File: config.mk
export PLATFORM = sky130hd
export DESIGN_NAME = bet_entry_fsm_flat
export DESIGN_NICKNAME = d
export VERILOG_FILES = /design/src/rtl/bet_entry_if.sv /design/src/rtl/bet_entry_fsm.sv /design/src/flat_wrapper.sv
export SDC_FILE = /design/constraint.sdc
export NUM_CORES = 1
export LEC_CHECK = 0
export ABC_AREA = 1
export BUFFER_PORTS_ARGS = -buffer_cell sky130_fd_sc_hd__buf_2
export CELL_PAD_IN_SITES_DETAIL_PLACEMENT = 0
export CELL_PAD_IN_SITES_GLOBAL_PLACEMENT = 1
export CORE_MARGIN = 8
export CORE_UTILIZATION = 44
export CTS_BUF_LIST = sky130_fd_sc_hd__clkbuf_4 sky130_fd_sc_hd__clkbuf_8
export DETAILED_ROUTE_END_ITERATION = 8
export PLACE_DENSITY_LB_ADDON = 0.1
export SLEW_MARGIN = 25
export SYNTH_ARGS = -nofsm -noshare
export SYNTH_HDL_FRONTEND = slang
export SYNTH_SLANG_ARGS = --single-unit
export TNS_END_PERCENT = 1
File: constraint.sdc
create_clock -name clock -period 6.1 [get_ports clock]
set_input_delay 1.525 -clock clock [delete_from_list [all_inputs] [get_ports clock]]
set_output_delay 1.525 -clock clock [all_outputs]
set_load 0.05 [all_outputs]
File: src/rtl/bet_entry_if.sv
// Keyboard/bet-bus bundle between the PS/2 front end, the bet entry FSM and the wheel controller.
interface bet_entry_if;
    logic [7:0] rx_byte;
    logic       rx_valid;
    logic [2:0] color;
    logic       round_done;
    logic [7:0] bet_data;
    logic       bet_valid;
    logic [3:0] bet_index;
    logic       spin;
    logic [5:0] entry_num;
    logic [3:0] bet_count;
    logic       err;

    modport master (
        output rx_byte, rx_valid, color, round_done,
        input  bet_data, bet_valid, bet_index, spin, entry_num, bet_count, err
    );

    modport slave (
        input  rx_byte, rx_valid, color, round_done,
        output bet_data, bet_valid, bet_index, spin, entry_num, bet_count, err
    );
endinterface

File: src/rtl/bet_entry_fsm.sv
// Roulette bet entry: decodes PS/2 set-2 keys into numbered, coloured bets and spin requests.
// Optional macro BET_TIMEOUT_EN discards a partial entry after TIMEOUT_CYCLES idle cycles.
module bet_entry_fsm #(
    parameter int unsigned MAX_BETS       = 12,
    parameter int unsigned TIMEOUT_CYCLES = 50_000_000
) (
    input logic        clock,
    input logic        reset,
    bet_entry_if.slave bus
);
    localparam int unsigned NUM_W      = 6;
    localparam int unsigned CNT_W      = 4;
    localparam int unsigned SUM_W      = 7;
    localparam int unsigned MAX_NUMBER = 36;
    localparam logic [7:0]  BREAK_CODE = 8'hF0;
    localparam logic [7:0]  EXT_CODE   = 8'hE0;

    typedef enum logic [1:0] {IDLE, DIG1, DIG2, SPINNING} state_t;
    typedef enum logic [2:0] {KEY_NONE, KEY_DIGIT, KEY_ENTER, KEY_BKSP, KEY_SPACE} key_t;

    if (MAX_BETS < 1 || MAX_BETS > 15 || TIMEOUT_CYCLES < 1) begin : g_bad_cfg
        $error("bet_entry_fsm: MAX_BETS must be 1..15 and TIMEOUT_CYCLES at least 1");
    end

    state_t             state, state_nx;
    logic [NUM_W-1:0]   value, value_nx;
    logic [CNT_W-1:0]   count, count_nx;
    logic               brk, brk_nx, ext, ext_nx;
    logic [7:0]         data_nx;
    logic [CNT_W-1:0]   index_nx;
    logic               valid_nx, spin_nx, err_nx;
    key_t               key;
    logic [3:0]         digit;
    logic [SUM_W-1:0]   sum;
    logic               act;
    logic               timeout_c;

    // Scan-code decode of the current byte
    always_comb begin : decode
        key   = KEY_NONE;
        digit = 4'd0;
        case (bus.rx_byte)
            8'h45: begin key = KEY_DIGIT; digit = 4'd0; end
            8'h16: begin key = KEY_DIGIT; digit = 4'd1; end
            8'h1E: begin key = KEY_DIGIT; digit = 4'd2; end
            8'h26: begin key = KEY_DIGIT; digit = 4'd3; end
            8'h25: begin key = KEY_DIGIT; digit = 4'd4; end
            8'h2E: begin key = KEY_DIGIT; digit = 4'd5; end
            8'h36: begin key = KEY_DIGIT; digit = 4'd6; end
            8'h3D: begin key = KEY_DIGIT; digit = 4'd7; end
            8'h3E: begin key = KEY_DIGIT; digit = 4'd8; end
            8'h46: begin key = KEY_DIGIT; digit = 4'd9; end
            8'h5A: key = KEY_ENTER;
            8'h66: key = KEY_BKSP;
            8'h29: key = KEY_SPACE;
            default: ;
        endcase
    end

    assign sum = SUM_W'(value) * SUM_W'(10) + SUM_W'(digit);

`ifdef BET_TIMEOUT_EN
    localparam int unsigned TMR_W = $clog2(TIMEOUT_CYCLES + 1);
    logic [TMR_W-1:0] idle_cnt;
    logic             in_entry;

    assign in_entry  = (state == DIG1) || (state == DIG2);
    assign timeout_c = in_entry && !bus.rx_valid && (idle_cnt == TMR_W'(TIMEOUT_CYCLES - 1));

    // Idle-cycle counter, only live while a number is half entered
    always_ff @(posedge clock) begin : idle_timer
        if (reset || !in_entry || bus.rx_valid || bus.round_done) begin
            idle_cnt <= '0;
        end else begin
            idle_cnt <= idle_cnt + TMR_W'(1);
        end
    end
`else
    assign timeout_c = 1'b0;
`endif

    // Next state, datapath and strobes; round_done outranks any key byte
    always_comb begin : next_state
        state_nx = state;
        value_nx = value;
        count_nx = count;
        brk_nx   = brk;
        ext_nx   = ext;
        data_nx  = bus.bet_data;
        index_nx = bus.bet_index;
        valid_nx = 1'b0;
        spin_nx  = 1'b0;
        err_nx   = 1'b0;
        act      = 1'b0;

        if (bus.round_done) begin
            state_nx = IDLE;
            value_nx = '0;
            count_nx = '0;
            brk_nx   = 1'b0;
            ext_nx   = 1'b0;
        end else if (bus.rx_valid) begin
            if (bus.rx_byte == BREAK_CODE) begin
                brk_nx = 1'b1;
            end else if (bus.rx_byte == EXT_CODE) begin
                ext_nx = 1'b1;
            end else begin
                brk_nx = 1'b0;
                ext_nx = 1'b0;
                act    = !brk && (!ext || key == KEY_ENTER) && (state != SPINNING);
            end
        end else if (timeout_c) begin
            state_nx = IDLE;
            value_nx = '0;
        end

        if (act) begin
            case (key)
                KEY_DIGIT: begin
                    if (state == IDLE) begin
                        value_nx = NUM_W'(digit);
                        state_nx = DIG1;
                    end else if (state == DIG1 && sum <= SUM_W'(MAX_NUMBER)) begin
                        value_nx = NUM_W'(sum);
                        state_nx = DIG2;
                    end else begin
                        err_nx = 1'b1;
                    end
                end
                KEY_ENTER: begin
                    if (state == DIG1 || state == DIG2) begin
                        if (bus.color != 3'b000 && count < CNT_W'(MAX_BETS)) begin
                            valid_nx = 1'b1;
                            data_nx  = {bus.color[1:0], value};
                            index_nx = count;
                            count_nx = count + CNT_W'(1);
                            value_nx = '0;
                            state_nx = IDLE;
                        end else begin
                            err_nx = 1'b1;
                        end
                    end
                end
                KEY_BKSP: begin
                    if (state == DIG2) begin
                        value_nx = value / NUM_W'(10);
                        state_nx = DIG1;
                    end else if (state == DIG1) begin
                        value_nx = '0;
                        state_nx = IDLE;
                    end
                end
                KEY_SPACE: begin
                    if (state == IDLE && count != '0) begin
                        spin_nx  = 1'b1;
                        state_nx = SPINNING;
                    end else begin
                        err_nx = 1'b1;
                    end
                end
                default: ;
            endcase
        end
    end

    // State and output registers
    always_ff @(posedge clock) begin : regs
        if (reset) begin
            state         <= IDLE;
            value         <= '0;
            count         <= '0;
            brk           <= 1'b0;
            ext           <= 1'b0;
            bus.bet_data  <= '0;
            bus.bet_index <= '0;
            bus.bet_valid <= 1'b0;
            bus.spin      <= 1'b0;
            bus.err       <= 1'b0;
        end else begin
            state         <= state_nx;
            value         <= value_nx;
            count         <= count_nx;
            brk           <= brk_nx;
            ext           <= ext_nx;
            bus.bet_data  <= data_nx;
            bus.bet_index <= index_nx;
            bus.bet_valid <= valid_nx;
            bus.spin      <= spin_nx;
            bus.err       <= err_nx;
        end
    end

    // value is zero whenever no number is being entered
    assign bus.entry_num = value;
    assign bus.bet_count = count;
endmodule

File: src/flat_wrapper.sv
// flat-port wrapper written by rule: the top's interface ports become plain ports
module bet_entry_fsm_flat 
#(
    parameter int unsigned MAX_BETS       = 12,
    parameter int unsigned TIMEOUT_CYCLES = 50_000_000
)
  (clock, reset, bus_rx_byte, bus_rx_valid, bus_color, bus_round_done, bus_bet_data, bus_bet_valid, bus_bet_index, bus_spin, bus_entry_num, bus_bet_count, bus_err);
  bet_entry_if bus_i ();
  input logic clock;
  input logic reset;
  input wire logic [$bits(bus_i.rx_byte)-1:0] bus_rx_byte;
  input wire logic [$bits(bus_i.rx_valid)-1:0] bus_rx_valid;
  input wire logic [$bits(bus_i.color)-1:0] bus_color;
  input wire logic [$bits(bus_i.round_done)-1:0] bus_round_done;
  output wire logic [$bits(bus_i.bet_data)-1:0] bus_bet_data;
  output wire logic [$bits(bus_i.bet_valid)-1:0] bus_bet_valid;
  output wire logic [$bits(bus_i.bet_index)-1:0] bus_bet_index;
  output wire logic [$bits(bus_i.spin)-1:0] bus_spin;
  output wire logic [$bits(bus_i.entry_num)-1:0] bus_entry_num;
  output wire logic [$bits(bus_i.bet_count)-1:0] bus_bet_count;
  output wire logic [$bits(bus_i.err)-1:0] bus_err;
  assign bus_i.rx_byte = bus_rx_byte;
  assign bus_i.rx_valid = bus_rx_valid;
  assign bus_i.color = bus_color;
  assign bus_i.round_done = bus_round_done;
  assign bus_bet_data = bus_i.bet_data;
  assign bus_bet_valid = bus_i.bet_valid;
  assign bus_bet_index = bus_i.bet_index;
  assign bus_spin = bus_i.spin;
  assign bus_entry_num = bus_i.entry_num;
  assign bus_bet_count = bus_i.bet_count;
  assign bus_err = bus_i.err;
  bet_entry_fsm #(.MAX_BETS(MAX_BETS), .TIMEOUT_CYCLES(TIMEOUT_CYCLES)) u_core (.clock(clock), .reset(reset), .bus(bus_i));
endmodule
# Yosys cells after proc, flatten, opt, wreduce, memory -nomap -nowiden
# Index checks and enable logic that the tools add are counted.
classes:
  magnitude_cmp: 2
  bitwise_logic: 5
  div_mod_pow: 1
  reduce_logical: 20
  n_mul: 1
  n_mux: 41
  n_eq_ne: 23
  addsub: 2
op_table:
  columns: ["operator", "count"]
  rows:
  - ["8-bit by 6-bit == test with 1-bit output (second input constant)", 7]
  - ["6-bit two-way mux", 8]
  - ["4-bit one-hot mux with 9 select lines", 1]
  - ["8-bit by 7-bit == test with 1-bit output (second input constant)", 4]
  - ["4-bit two-way mux", 5]
  - ["2-bit two-way mux", 9]
  - ["6-bit one-hot mux with 3 select lines", 1]
  - ["8-bit by 5-bit == test with 1-bit output (second input constant)", 2]
  - ["8-bit == test (second input constant)", 2]
  - ["1-bit two-way mux", 14]
  - ["3-bit one-hot mux with 4 select lines", 1]
  - ["10-bit OR reduction", 1]
  - ["2-bit one-hot mux with 4 select lines", 1]
  - ["7-bit by 4-bit adder with 7-bit output", 1]
  - ["7-bit by 6-bit less-or-equal comparator with 1-bit output (second input constant)", 1]
  - ["6-bit by 4-bit divider with 6-bit output (second input constant)", 1]
  - ["3-bit by 2-bit == test with 1-bit output (second input constant)", 2]
  - ["6-bit by 3-bit multiplier with 6-bit output (second input constant)", 1]
  - ["1-bit logical AND", 5]
  - ["1-bit inverter", 5]
  - ["4-bit by 1-bit adder with 4-bit output (second input constant)", 1]
  - ["4-bit < comparator (second input constant)", 1]
  - ["2-bit AND reduction", 2]
  - ["4-bit AND reduction", 1]
  - ["15 further kinds", 18]
totals:
  in_bits: 15
  word_cells: 105
  regBits: 29

# Depth between registers and ports, before layout
# Gate-level depths: netlist of run 1.
logic_depth:
  depth_word: 13
  mapped_depth: 25

# Least setup slack after synthesis of run 1
# Ideal clock, no wire load.
synth_path:
  path_kind: "input to register"
  startpoint: "input port bus_rx_byte[0]"
  endpoint: "register u_core.value[4], in the netlist u_core.bus.entry_num[4]"
  path_slack_ns: 2.124
  path_buffers: 0
  stages: 23
  setup_ns: 0.135
  t_arrival_ns: 3.841
  cell_sequence: "inv_1 -> nand2_1 -> nor2_2 -> inv_2 -> a21oi_2 -> inv_1 -> nand2_1 -> ha_1 -> inv_1 -> fa_1 -> inv_1 -> nand3_1 -> nand2_1 -> nand2_1 -> and2_1 -> o21ai_0 -> nand3_1 -> a21oi_2 -> nor2_1 -> nand2_1 -> nand2_1 -> nand2_1 -> a21oi_1"
synth_via:
  elab_chain_cells: 12
  elab_cells_between_ends: 35
  cone_classes: "add/sub (1); order compare (1); eq/ne (18); mux (10); reduce/logical (5)"
synth_rtl:
  columns: ["element", "line_no", "rtl"]
  rows:
  - ["start, declared", "flat_wrapper.sv:11", "input wire logic [$bits(bus_i.rx_byte)-1:0] bus_rx_byte;"]
  - ["branches (longest 11 deep; another with 7-bit by 4-bit adder with 7-bit output)", null, null]
  - ["6-bit two-way mux *", "bet_entry_fsm.sv:117", "if (act) begin"]
  - ["end signal, assigned", "bet_entry_fsm.sv:181", "value <= value_nx;"]
  - ["end, declared", "bet_entry_fsm.sv:26", "logic [NUM_W-1:0] value, value_nx;"]
# Mark *: on every way between the ends.
# A chain may end at the register's enable or synchronous reset.

# Worst setup path after layout of run 1
layout_path:
  startpoint: "input port bus_rx_byte[0]"
  endpoint: "register u_core.value[5], in the netlist u_core.bus.entry_num[5]"
# The elaborated chain is that of the path after synthesis.

==> results of run 1 <==
[worst min-delay path by stage]
stage	end	cells after the start	startpoint	slack [ps]
2_1_floorplan	u_core.ext$_SDFFE_PP0P_	2	u_core.ext$_SDFFE_PP0P_	450
3_3_place_gp	u_core.brk$_SDFFE_PP0P_	2	u_core.brk$_SDFFE_PP0P_	470
3_5_place_dp	u_core.ext$_SDFFE_PP0P_	2	u_core.ext$_SDFFE_PP0P_	480
4_1_cts	u_core.ext$_SDFFE_PP0P_	2	u_core.ext$_SDFFE_PP0P_	490
5_1_grt	u_core.bus.bet_data[7]$_SDFFE_PP0P_	2	u_core.bus.bet_data[7]$_SDFFE_PP0P_	520
6_report	u_core.ext$_SDFFE_PP0P_	2	u_core.ext$_SDFFE_PP0P_	480
[cells by family (layout without fill, tap and decap cells)]
group                      Yosys count  count (layout)  share of synthesized area
adders and majority gates           15              15                     0.0881
AOI/OAI and AO/OA                   78              78                      0.217
DFF                                 29              29                      0.252
and+or+nand+nor                    158             158                      0.315
xor gates and xnor gates             2               2                    0.00761
buffers and inverters               66             108                      0.120
[Yosys cell counts (2+ instances only)]
cell type and n:
fa_1 2, o211ai_1 3, dfxtp_1 29, a21oi_1 19
inv_2 7, nor2_2 4, o21ai_0 19, o21ai_1 13
inv_1 53, nor2_4 3, nand2_2 3, nand2_1 72
nor2_1 40, o31ai_1 2, a21oi_2 9, ha_1 13
nand3_1 25, nor3_1 3
[area by class of cell]
class | instances | area, um2 | area share
Tap cell | 70 | 87.6 | 0.0332
Clock inverter | 1 | 5.00 | 0.00189
Multi-Input combinational cell | 253 | 1450 | 0.547
Clock buffer | 7 | 96.3 | 0.0365
Sequential cell | 29 | 581 | 0.220
Inverter | 61 | 231 | 0.0876
Timing Repair Buffer | 39 | 195 | 0.0739
[worst min-delay path: cells and delay by family, from the launching register on]
kind | cells | cell delay [ps]
AOI/OAI and AO/OA | 1 | 40
and+or+nand+nor | 1 | 80
DFF | 1 | 330
[state kept, by name, indices dropped and copies added (netlist names)]
signal	count
u_core.state	2
u_core.bus.bet_valid	1
u_core.bus.err	1
u_core.bus.bet_data	8
u_core.ext	1
u_core.bus.bet_index	4
u_core.bus.bet_count	4
u_core.bus.spin	1
u_core.brk	1
u_core.bus.entry_num	6
[metrics by stage]
step / instances / hold WS, ps / area (um2) / worst slack, ps
floorplan: 348 / 452 / 2300 / 2120
global placement: 452 / 468 / 2540 / 1680
detailed placement: 452 / 477 / 2540 / 1670
CTS: 460 / 495 / 2640 / 1960
global route: 460 / 524 / 2640 / 1540
finish: 460 / 484 / 2640 / 1950
[power breakdown]
part	switching, W	leakage [nW]	total (W)	internal (W)
clock	0.0000735	0.0542	0.000175	0.000102
combinational	0.0000212	1.02	0.0000303	0.00000909
sequential	0.000000282	0.234	0.000190	0.000190
[per-layer routing]
| metal | up-vias | global-route usage | share of wire |
|---|---|---|---|
| li1 | 1213 | - | - |
| met4 | 0 | 0.0323 | 0.0063 |
| met5 | - | 0 | 0 |
| met1 | 1027 | 0.214 | 0.48 |
| met3 | 5 | 0.0325 | 0.040 |
| met2 | 37 | 0.271 | 0.47 |
[cells in the final DEF, fill, tap and decap left out, drive strengths merged, types with 2 or more instances in the layout]
master   n
buf     39
a31oi    2
o31ai    2
ha      13
clkbuf   7
nor3     4
nand2   76
a21oi   28
dfxtp   29
nor2    47
o21ai   33
nand3   26
inv     61
nand4    2
o211ai   3
fa       2
==> metrics.yaml, run 1 <==
die:
  dieWidth_um: 88.3
  row_count: 26
  die_h_um: 88.3
  coreArea_mm2: 0.00507
  dieArea_mm2: 0.00780
  start_util: 0.453
  ios: 40
critical_path:
  cp.depth: 23
  slowest_stage: "fa_1"
  critPathBufInv: 6
  cp-startpoint: "bus_rx_byte[0]"
  slowest_delay_ps: 400
  startpoint_type: "input port"
  rrSetupSlack_ps: 3350
  r2r_end: "u_core.bus.entry_num[5]$_SDFF_PP0_"
  critPathKind: "in -> reg"
  rr_worst_depth: 15
  worstPathCellList: "buf_2 -> inv_1 -> nand2_1 -> nor2_2 -> inv_2 -> a21oi_2 -> inv_1 -> nand2_1 -> ha_1 -> inv_1 -> fa_1 -> inv_1 -> nand3_1 -> nand3_1 -> and2_1 -> o21ai_0 -> nand3_1 -> a21oi_2 -> nor2_1 -> nand2_1 -> nand2_1 -> nand2_1 -> a21oi_1"
  crit_path_end_kind: "flop"
  rr_startpoint: "u_core.bus.entry_num[2]$_SDFF_PP0_"
  critPathMaxFanout: 4
  arrival_ps: 4350
  crit_path_end: "u_core.bus.entry_num[5]$_SDFF_PP0_"
  cpLargestDelayFamily: "simple AND/OR/NAND/NOR gates"
  crit_required_ps: 6310
  path_common_cell: "nand2_1"
cells_and_area:
  final_util: 0.520
  fill_cells: 539
  nNetsFinal: 419
  drive_above_1_share: 0.213
  antennaDiodeCount: 0
  syn_to_final_growth_pct: 14.8
global_route:
  grt_pass1_wl_um: 10300
  overflow: 0
  gr-usage-all-layers: 0.164
  antenna_found_initial: 0
  grt_pass1_vias: 2244
  grt_max_degree: 24
synth:
  synth_top_cell_area_share: 0.252
  synth_top_area_cell: "dfxtp_1"
  ys_warn_count: 0
  syn_nets: 378
  ys_ff_latch: 29
  synth_ff_type: "dfxtp_1"
  syn_area_mm2: 0.00230
  async_flop_share: 0
  synthCells: 348
  syn_area_per_cell_um2: 6.61
  synthDistinctLibCells: 47
  synth-edff-count: 0
  ys_seq_area_frac: 0.252
  ys_top_cells_by_area: "dfxtp_1 25%, nand2_1 12%, inv_1 8.6%"
place:
  dp_hpwl_um: 4790
  port_buffers: 39
  gp_congestion: 0.862
sta:
  max-slew-margin-rel: 0.657
  setup_viol_count_final: 0
  period_share: 0.680
  hold_viol_final: 0
  fin_tns_setup_ps: 0
  post-route-min-period_ps: 4150
  worstMarginPinSlew_ps: 514
  fin_skew_ps: 3.16
  rsz0062_at_grt: "false"
  max_freq_mhz: 241
  slew_violations: 0
route:
  finalWirelength_um: 6000
  viasPerCell: 4.96
  num_vias: 2282
  wl_per_cell_um: 13.0
  final_antenna_net_count: 0
  drc: 0
  drtIter0Drc: 141
  drtPass1Iterations: 4
clocking:
  cts_made_buffers: 5
  post_cts_buffers: 0
  clock_path_buffers: 2
  htreeDepth: 2
  root_buffer: "clkbuf_8"
  cts_tree: "done"
  numClockSinks: 29
  clock_latency_ps: 280
  holdBufCountCts: 0
  post_cts_resized: 0
  clkTransAtPathRegs_ps: 60
pwr:
  max-vdd-ir-drop_v: 0.000119
  p_total_w: 0.000396
  powerDensity_mw_per_mm2: 150
  power.leakage_nw: 1.30
job:
  maxCapViolations: 0
status:
  status: "complete, no violations"
min_path:
  hp-class: "reg -> reg"
(Power assumes the default switching activity.)
==> run 2: changes to the inputs <==
--- a/config.mk
+++ b/config.mk
@@ -10,7 +10,7 @@
 export CELL_PAD_IN_SITES_DETAIL_PLACEMENT = 0
 export CELL_PAD_IN_SITES_GLOBAL_PLACEMENT = 1
 export CORE_MARGIN = 8
-export CORE_UTILIZATION = 44
+export CORE_UTILIZATION = 37
 export CTS_BUF_LIST = sky130_fd_sc_hd__clkbuf_4 sky130_fd_sc_hd__clkbuf_8
 export DETAILED_ROUTE_END_ITERATION = 8
 export PLACE_DENSITY_LB_ADDON = 0.1
==> constraint.sdc (replaced) <==
create_clock -name clock -period 3.6 [get_ports clock]
set_input_delay 0.9 -clock clock [delete_from_list [all_inputs] [get_ports clock]]
set_output_delay 0.9 -clock clock [all_outputs]
set_load 0.05 [all_outputs]
==> run 2 against run 1 <==
  * Design area is 7.7% higher
  * Wire length is 8.1% higher
  * Core utilization is 4.3 points lower
  * Die area is 15% higher
  * Total power is 89% higher
  * Cell count is 5.4% higher
  * Critical path depth is 1 higher
  * First-iteration DRC count is 32% lower
  * Flip-flop and latch count stayed put
  * Register-to-register slack worse by 2500 ps
  * Combinational power is 100% higher
  * Largest cell class unchanged
==> metrics.yaml, run 2 (synthesis gave the netlist of run 1 again) <==
critical_path:
  critPathKind: "in -> reg"  # unchanged
  r2r_end: "u_core.bus.entry_num[4]$_SDFF_PP0_"  # was u_core.bus.entry_num[5]$_SDFF_PP0_
  critPathMaxFanout: 4  # unchanged
  rr_startpoint: "u_core.bus.entry_num[1]$_SDFF_PP0_"  # was u_core.bus.entry_num[2]$_SDFF_PP0_
  rrSetupSlack_ps: 870  # was 3350 ps
  startpoint_type: "input port"  # unchanged
  crit_required_ps: 3760  # was 6310 ps
  rr_worst_depth: 16  # was 15
  arrival_ps: 3480  # was 4350 ps
  crit_path_end: "u_core.bus.entry_num[4]$_SDFF_PP0_"  # was u_core.bus.entry_num[5]$_SDFF_PP0_
  crit_path_end_kind: "flop"  # unchanged
  cp-startpoint: "bus_rx_byte[0]"  # unchanged
clocking:
  holdBufCountCts: 0  # unchanged
  clkTransAtPathRegs_ps: 70  # was 60 ps
  numClockSinks: 29  # unchanged
  root_buffer: "clkbuf_8"  # unchanged
  clock_path_buffers: 2  # unchanged
  clock_latency_ps: 280  # about the same
  cts_made_buffers: 5  # unchanged
  htreeDepth: 2  # unchanged
  cts_tree: "done"  # unchanged
cells_and_area:
  antennaDiodeCount: 0  # unchanged
  drive_above_1_share: 0.273  # was 0.213
  largest_register_ffs: 8  # unchanged
  nNetsFinal: 439  # was 419
  fill_cells: 636  # was 539
  postLayoutCellArea_mm2: 0.00285  # was 0.00264 mm2
  layout.cells.non_filler: 485  # was 460
  mostFrequentLayoutCell: "nand2_1"  # unchanged
  top_register: "u_core.bus.bet_data"  # unchanged
  syn_to_final_growth_pct: 23.7  # was 14.8%
  final_cell_mix: "69 x nand2_1, 53 x inv_1, 39 x buf_2"  # was 72 x nand2_1, 53 x inv_1, 40 x nor2_1
pwr:
  power.leakage_nw: 1.41  # was 1.30 nW
  powerDensity_mw_per_mm2: 263  # was 150 mW/mm2
  max-vdd-ir-drop_v: 0.000249  # was 0.000119 V
sta:
  hold_viol_final: 0  # unchanged
  fin_skew_ps: 8.95  # was 3.16 ps
  fin_tns_setup_ps: 0  # unchanged
  post-route-min-period_ps: 3310
  max_freq_mhz: 302
  hold_ws_ps: 487  # was 484 ps
  fin_ws_ps: 288  # was 1950 ps
  setup_viol_count_final: 0  # unchanged
  slew_violations: 0  # unchanged
  max-slew-margin-rel: 0.648  # was 0.657
  period_share: 0.920
  worstMarginPinSlew_ps: 527  # was 514 ps
die:
  row_count: 28  # was 26
  dieArea_mm2: 0.00900  # was 0.00780 mm2
  ios: 40  # unchanged
  dieWidth_um: 94.9  # was 88.3 um
  start_util: 0.386  # was 0.453
  coreArea_mm2: 0.00596  # was 0.00507 mm2
  die_h_um: 94.9  # was 88.3 um
place:
  placed_cells: 477  # was 452
  place_worst_setup_slack_ps: -90.8  # was 1670 ps
  gp_congestion: 0.861  # was 0.862
  dp_hpwl_um: 5110  # was 4790 um
  port_buffers: 39  # unchanged
  placed_cell_area_mm2: 0.00270  # was 0.00254 mm2
job:
  maxCapViolations: 0  # unchanged
min_path:
  hp-class: "reg -> reg"  # unchanged
  min_from: "u_core.brk$_SDFFE_PP0P_"  # was u_core.ext$_SDFFE_PP0P_
global_route:
  overflow: 0  # unchanged
  grt_max_degree: 24  # unchanged
  grt_pass1_wl_um: 10900  # was 10,300 um
  gr-usage-all-layers: 0.150  # was 0.164
  grt_pass1_vias: 2337  # was 2,244
  antenna_found_initial: 0  # unchanged
route:
  drtIter0Drc: 96  # was 141
  final_antenna_net_count: 0  # unchanged
  num_vias: 2414  # was 2,282
  viasPerCell: 4.98  # was 4.96
  drtPass1Iterations: 4  # unchanged
  finalWirelength_um: 6480  # was 6000 um
  wl_per_cell_um: 13.4  # was 13.0 um
  drc: 0  # unchanged
status:
  status: "complete, no violations"  # unchanged
## run 2: cell type report
class                   count  area, um2  area share
clock buffers               7       90.1      0.0317
clock inverters             1       30.0      0.0106
inverters                  61        231      0.0814
multi-input cells         253       1470       0.518
flip-flops and latches     29        581       0.204
well taps                  75       93.8      0.0330
repair buffers             59        345       0.121
## run 2: per-stage QoR
| stage | utilization | total power [W] |
|---|---|---|
| floorplan | - | 0.000361 |
| global placement | 0.453 | 0.000389 |
| detailed placement | 0.453 | 0.000389 |
| CTS | 0.473 | 0.000754 |
| global route | 0.478 | 0.000778 |
| finish | 0.478 | 0.000747 |
## run 2: worst min path at each step
stage,depth (start not counted),end,slack (ps)
global route,2,u_core.brk$_SDFFE_PP0P_,520
global placement,2,u_core.brk$_SDFFE_PP0P_,470
finish,2,u_core.brk$_SDFFE_PP0P_,490
CTS,2,u_core.brk$_SDFFE_PP0P_,490
detailed placement,2,u_core.brk$_SDFFE_PP0P_,480
floorplan,2,u_core.ext$_SDFFE_PP0P_,450
## run 2: power breakdown
| part | internal [W] | switching, W |
|---|---|---|
| Clock | 0.000233 | 0.000131 |
| Sequential | 0.000322 | 0.000000464 |
| Combinational | 0.0000224 | 0.0000392 |
| Total | 0.000577 | 0.000170 |
## run 2: repair_timing
action | CTS | global route
resized for setup | 0 | 12
endpoints found under the setup margin | 0 | 9
setup buffers | 0 | 1
## run 2: layer usage
layer,track usage,up-vias,part of all wire
li1,-,1254,-
met4,0.0273,0,0.0052
met1,0.191,1100,0.47
met5,0,-,0
met2,0.256,55,0.48
met3,0.0317,5,0.043
## run 2: critical path, cell delays in order
cell	delay, ps
buf_2	110
inv_1	70
nand2_2	100
nor2_4	150
inv_2	50
a21oi_2	150
inv_1	60
nand2_2	60
ha_2	170
inv_1	50
fa_2	340
inv_1	60
nand3_1	70
nand2_1	80
nand2_1	50
and2_1	140
o21ai_1	80
nand3_1	130
a21oi_2	250
nor2_2	90
nand2_1	90
nand2_1	90
nand2_1	70
a21oi_1	60
==> run 3: changes to the inputs <==
--- a/config.mk
+++ b/config.mk
@@ -5,12 +5,11 @@
 export SDC_FILE = /design/constraint.sdc
 export NUM_CORES = 1
 export LEC_CHECK = 0
-export ABC_AREA = 1
 export BUFFER_PORTS_ARGS = -buffer_cell sky130_fd_sc_hd__buf_2
 export CELL_PAD_IN_SITES_DETAIL_PLACEMENT = 0
 export CELL_PAD_IN_SITES_GLOBAL_PLACEMENT = 1
 export CORE_MARGIN = 8
-export CORE_UTILIZATION = 37
+export CORE_UTILIZATION = 38
 export CTS_BUF_LIST = sky130_fd_sc_hd__clkbuf_4 sky130_fd_sc_hd__clkbuf_8
 export DETAILED_ROUTE_END_ITERATION = 8
 export PLACE_DENSITY_LB_ADDON = 0.1
==> run 3 against run 2 <==
  * Core utilization is 0.98 points lower
  * Synthesized area shrank 3.5%
  * Design area fell by 4.9%
  * Sequential share of layout area increased by 1.1 points
==> metrics.yaml, run 3 <==
status:
  status: "complete, no violations"  # unchanged
cells_and_area:
  final_cell_mix: "39 x buf_2, 34 x nor2_1, 29 x dfxtp_1"  # was 69 x nand2_1, 53 x inv_1, 39 x buf_2
  syn_to_final_growth_pct: 21.8  # was 23.7%
  drive_above_1_share: 0.251  # was 0.273
  fill_cells: 615  # was 636
  mostFrequentLayoutCell: "buf_2"  # was nand2_1
  nNetsFinal: 361  # was 439
  antennaDiodeCount: 0  # unchanged
  final_util: 0.468  # was 0.478
  layout.cells.non_filler: 406  # was 485
  top_register: "u_core.bus.bet_data"  # unchanged
  largest_register_ffs: 8  # unchanged
critical_path:
  critPathKind: "in -> reg"  # unchanged
  arrival_ps: 3630  # was 3480 ps
  crit_path_end_kind: "flop"  # unchanged
  critPathMaxFanout: 5  # was 4
  crit_required_ps: 3770  # was 3760 ps
  startpoint_type: "input port"  # unchanged
route:
  drtPass1Iterations: 4  # unchanged
  top_layer: "met4"  # unchanged
  drc: 0  # unchanged
  viasPerCell: 5.24  # was 4.98
  num_vias: 2126  # was 2,414
  drtIter0Drc: 89  # was 96
  finalWirelength_um: 5910  # was 6480 um
  final_antenna_net_count: 0  # unchanged
  wl_met1_um: 2810  # was 3070 um
  wl_per_cell_um: 14.6  # was 13.4 um
  routed-wl-met3_um: 270  # was 277 um
  met2_length_um: 2750  # was 3100 um
die:
  die_h_um: 92.5  # was 94.9 um
  dieWidth_um: 92.5  # was 94.9 um
  start_util: 0.384  # was 0.386
  ios: 40  # unchanged
  coreArea_mm2: 0.00578  # was 0.00596 mm2
  row_count: 28  # unchanged
  dieArea_mm2: 0.00855  # was 0.00900 mm2
synth:
  syn_area_per_cell_um2: 8.05  # was 6.61 um2
  synth_ff_type: "dfxtp_1"  # unchanged
  synth_top_area_cell: "dfxtp_1"  # unchanged
  ys_seq_area_frac: 0.261  # was 0.252
  ys_ff_latch: 29  # unchanged
  synth_most_common_cell: "nor2_1"  # was nand2_1
  ys_top_cells_by_count: "34 x nor2_1, 29 x dfxtp_1, 22 x inv_1"  # was 72 x nand2_1, 53 x inv_1, 40 x nor2_1
  ys_warn_count: 0  # unchanged
  synthCells: 276  # was 348
  async_flop_share: 0  # unchanged
  synthDistinctLibCells: 65  # was 47
  syn_nets: 306  # was 378
  synth_top_cell_area_share: 0.261  # was 0.252
  syn_area_mm2: 0.00222  # was 0.00230 mm2
  synth-edff-count: 0  # unchanged
  ys_top_cells_by_area: "dfxtp_1 26%, ha_1 7.3%, mux2i_1 5.9%"  # was dfxtp_1 25%, nand2_1 12%, inv_1 8.6%
clocking:
  holdBufCountCts: 0  # unchanged
  clock_latency_ps: 280  # about the same
  post_cts_buffers: 0  # unchanged
  clock_path_buffers: 2  # unchanged
  clkTransAtPathRegs_ps: 60  # was 70 ps
  htreeDepth: 2  # unchanged
  cts_tree: "done"  # unchanged
  root_buffer: "clkbuf_8"  # unchanged
  numClockSinks: 29  # unchanged
  post_cts_resized: 0  # unchanged
  cts_made_buffers: 5  # unchanged
sta:
  hold_ws_ps: 484  # was 487 ps
  post-route-min-period_ps: 3460  # was 3310 ps
  worstMarginPinSlew_ps: 618  # was 527 ps
  max-slew-margin-rel: 0.587  # was 0.648
  max_freq_mhz: 289  # was 302 MHz
  setup_viol_count_final: 0  # unchanged
  period_share: 0.962  # was 0.920
  slew_violations: 0  # unchanged
  fin_skew_ps: 7.97  # was 8.95 ps
  hold_viol_final: 0  # unchanged
  rsz0062_at_grt: "true"
global_route:
  overflow: 0  # unchanged
  grt_pass1_wl_um: 10100  # was 10,900 um
  gr-usage-all-layers: 0.143  # was 0.150
  grt_max_degree: 24  # unchanged
  grt_pass1_vias: 2112  # was 2,337
  antenna_found_initial: 0  # unchanged
place:
  gp_congestion: 0.811  # was 0.861
  port_buffers: 39  # unchanged
  placed_cells: 399  # was 477
  dp_hpwl_um: 4660  # was 5110 um
pwr:
  p_total_w: 0.000687  # was 0.000747 W
  p_int_w: 0.000518  # was 0.000577 W
  switching_share: 0.246  # was 0.228
  seqPwrFrac: 0.471  # was 0.431
  clockPowerShare: 0.398  # was 0.487
  power.leakage_nw: 1.10  # was 1.41 nW
  max-vdd-ir-drop_v: 0.000202  # was 0.000249 V
  p_sw_w: 0.000169  # was 0.000170 W
  pwr-share-comb: 0.131  # was 0.082
  powerDensity_mw_per_mm2: 254  # was 263 mW/mm2
min_path:
  hp-class: "reg -> reg"  # unchanged
job:
  maxCapViolations: 0  # unchanged
[run 3: changes by cell type in the layout (fill, tap and decap cells not counted), sizes merged, moves of 5 or more]
cell / before / now
inv: 61 / 22
a211oi: 0 / 5
o21ai: 33 / 15
nand3: 26 / 10
a21oi: 28 / 16
nor2: 47 / 36
xnor2: 1 / 6
mux2i: 0 / 13
nand2: 76 / 20
[run 3: metrics by stage]
step                worst slack [ps]  cell area, um2  setup TNS (ps)
finish                           136            2710               0
global route                   -89.3            2710            -293
CTS                              165            2700               0
detailed placement              -133            2610            -683
global placement               -63.2            2610            -223
floorplan                       98.2            2220               0
[run 3: routing by layer]
| metal | GRT usage | vias up |
|---|---|---|
| met5 | 0 | - |
| met4 | 0.0510 | 0 |
| met3 | 0.0324 | 5 |
| met2 | 0.231 | 44 |
| met1 | 0.181 | 988 |
| li1 | - | 1089 |
[run 3: area by class of cell]
| type | count | area, um2 | share of cell area |
|---|---|---|---|
| Timing Repair Buffer | 60 | 353 | 0.130 |
| Clock buffer | 7 | 90.1 | 0.0333 |
| Multi-Input combinational cell | 213 | 1510 | 0.556 |
| Tap cell | 75 | 93.8 | 0.0347 |
| Inverter | 22 | 82.6 | 0.0305 |
| Sequential cell | 29 | 581 | 0.215 |
[run 3: final timing paths]
path,startpoint,end,slack [ps],depth (start not counted)
min reg2reg,u_core.ext$_SDFFE_PP0P_,u_core.ext$_SDFFE_PP0P_,480,2
max reg2reg,u_core.bus.entry_num[1]$_SDFF_PP0_,u_core.bus.entry_num[2]$_SDFF_PP0_,640,10
min,u_core.ext$_SDFFE_PP0P_,u_core.ext$_SDFFE_PP0P_,480,2
max,bus_rx_byte[1],u_core.bus.entry_num[0]$_SDFF_PP0_,140,15
[run 3: logic make-up after synthesis]
logic type      Yosys count  synth area share
simple gates            109             0.269
compound gates           65             0.211
buf+inv                  34            0.0648
flops                    29             0.261
fa+ha+maj                16            0.0958
mux                      13            0.0586
xor+xnor                 10            0.0394
[run 3: power by group through the flow]
stage	Sequential, W	Clock [W]	Combinational (W)
after floorplan	0.000330	0	0.0000539
after global placement	0.000330	0	0.0000906
after detailed placement	0.000330	0	0.0000899
after CTS	0.000323	0.000283	0.0000902
after global routing	0.000323	0.000298	0.0000999
final	0.000323	0.000274	0.0000901
[run 3: worst max-delay path, cell delays in order]
cell	delay, ps
buf_2	100
and4b_1	250
nand2_1	90
a2111oi_4	390
ha_1	230
inv_1	50
fa_1	390
nor2b_1	120
o21ai_0	90
xor2_1	320
o31a_2	240
nor2_2	70
buf_4	130
o21ai_0	180
o21ai_1	80
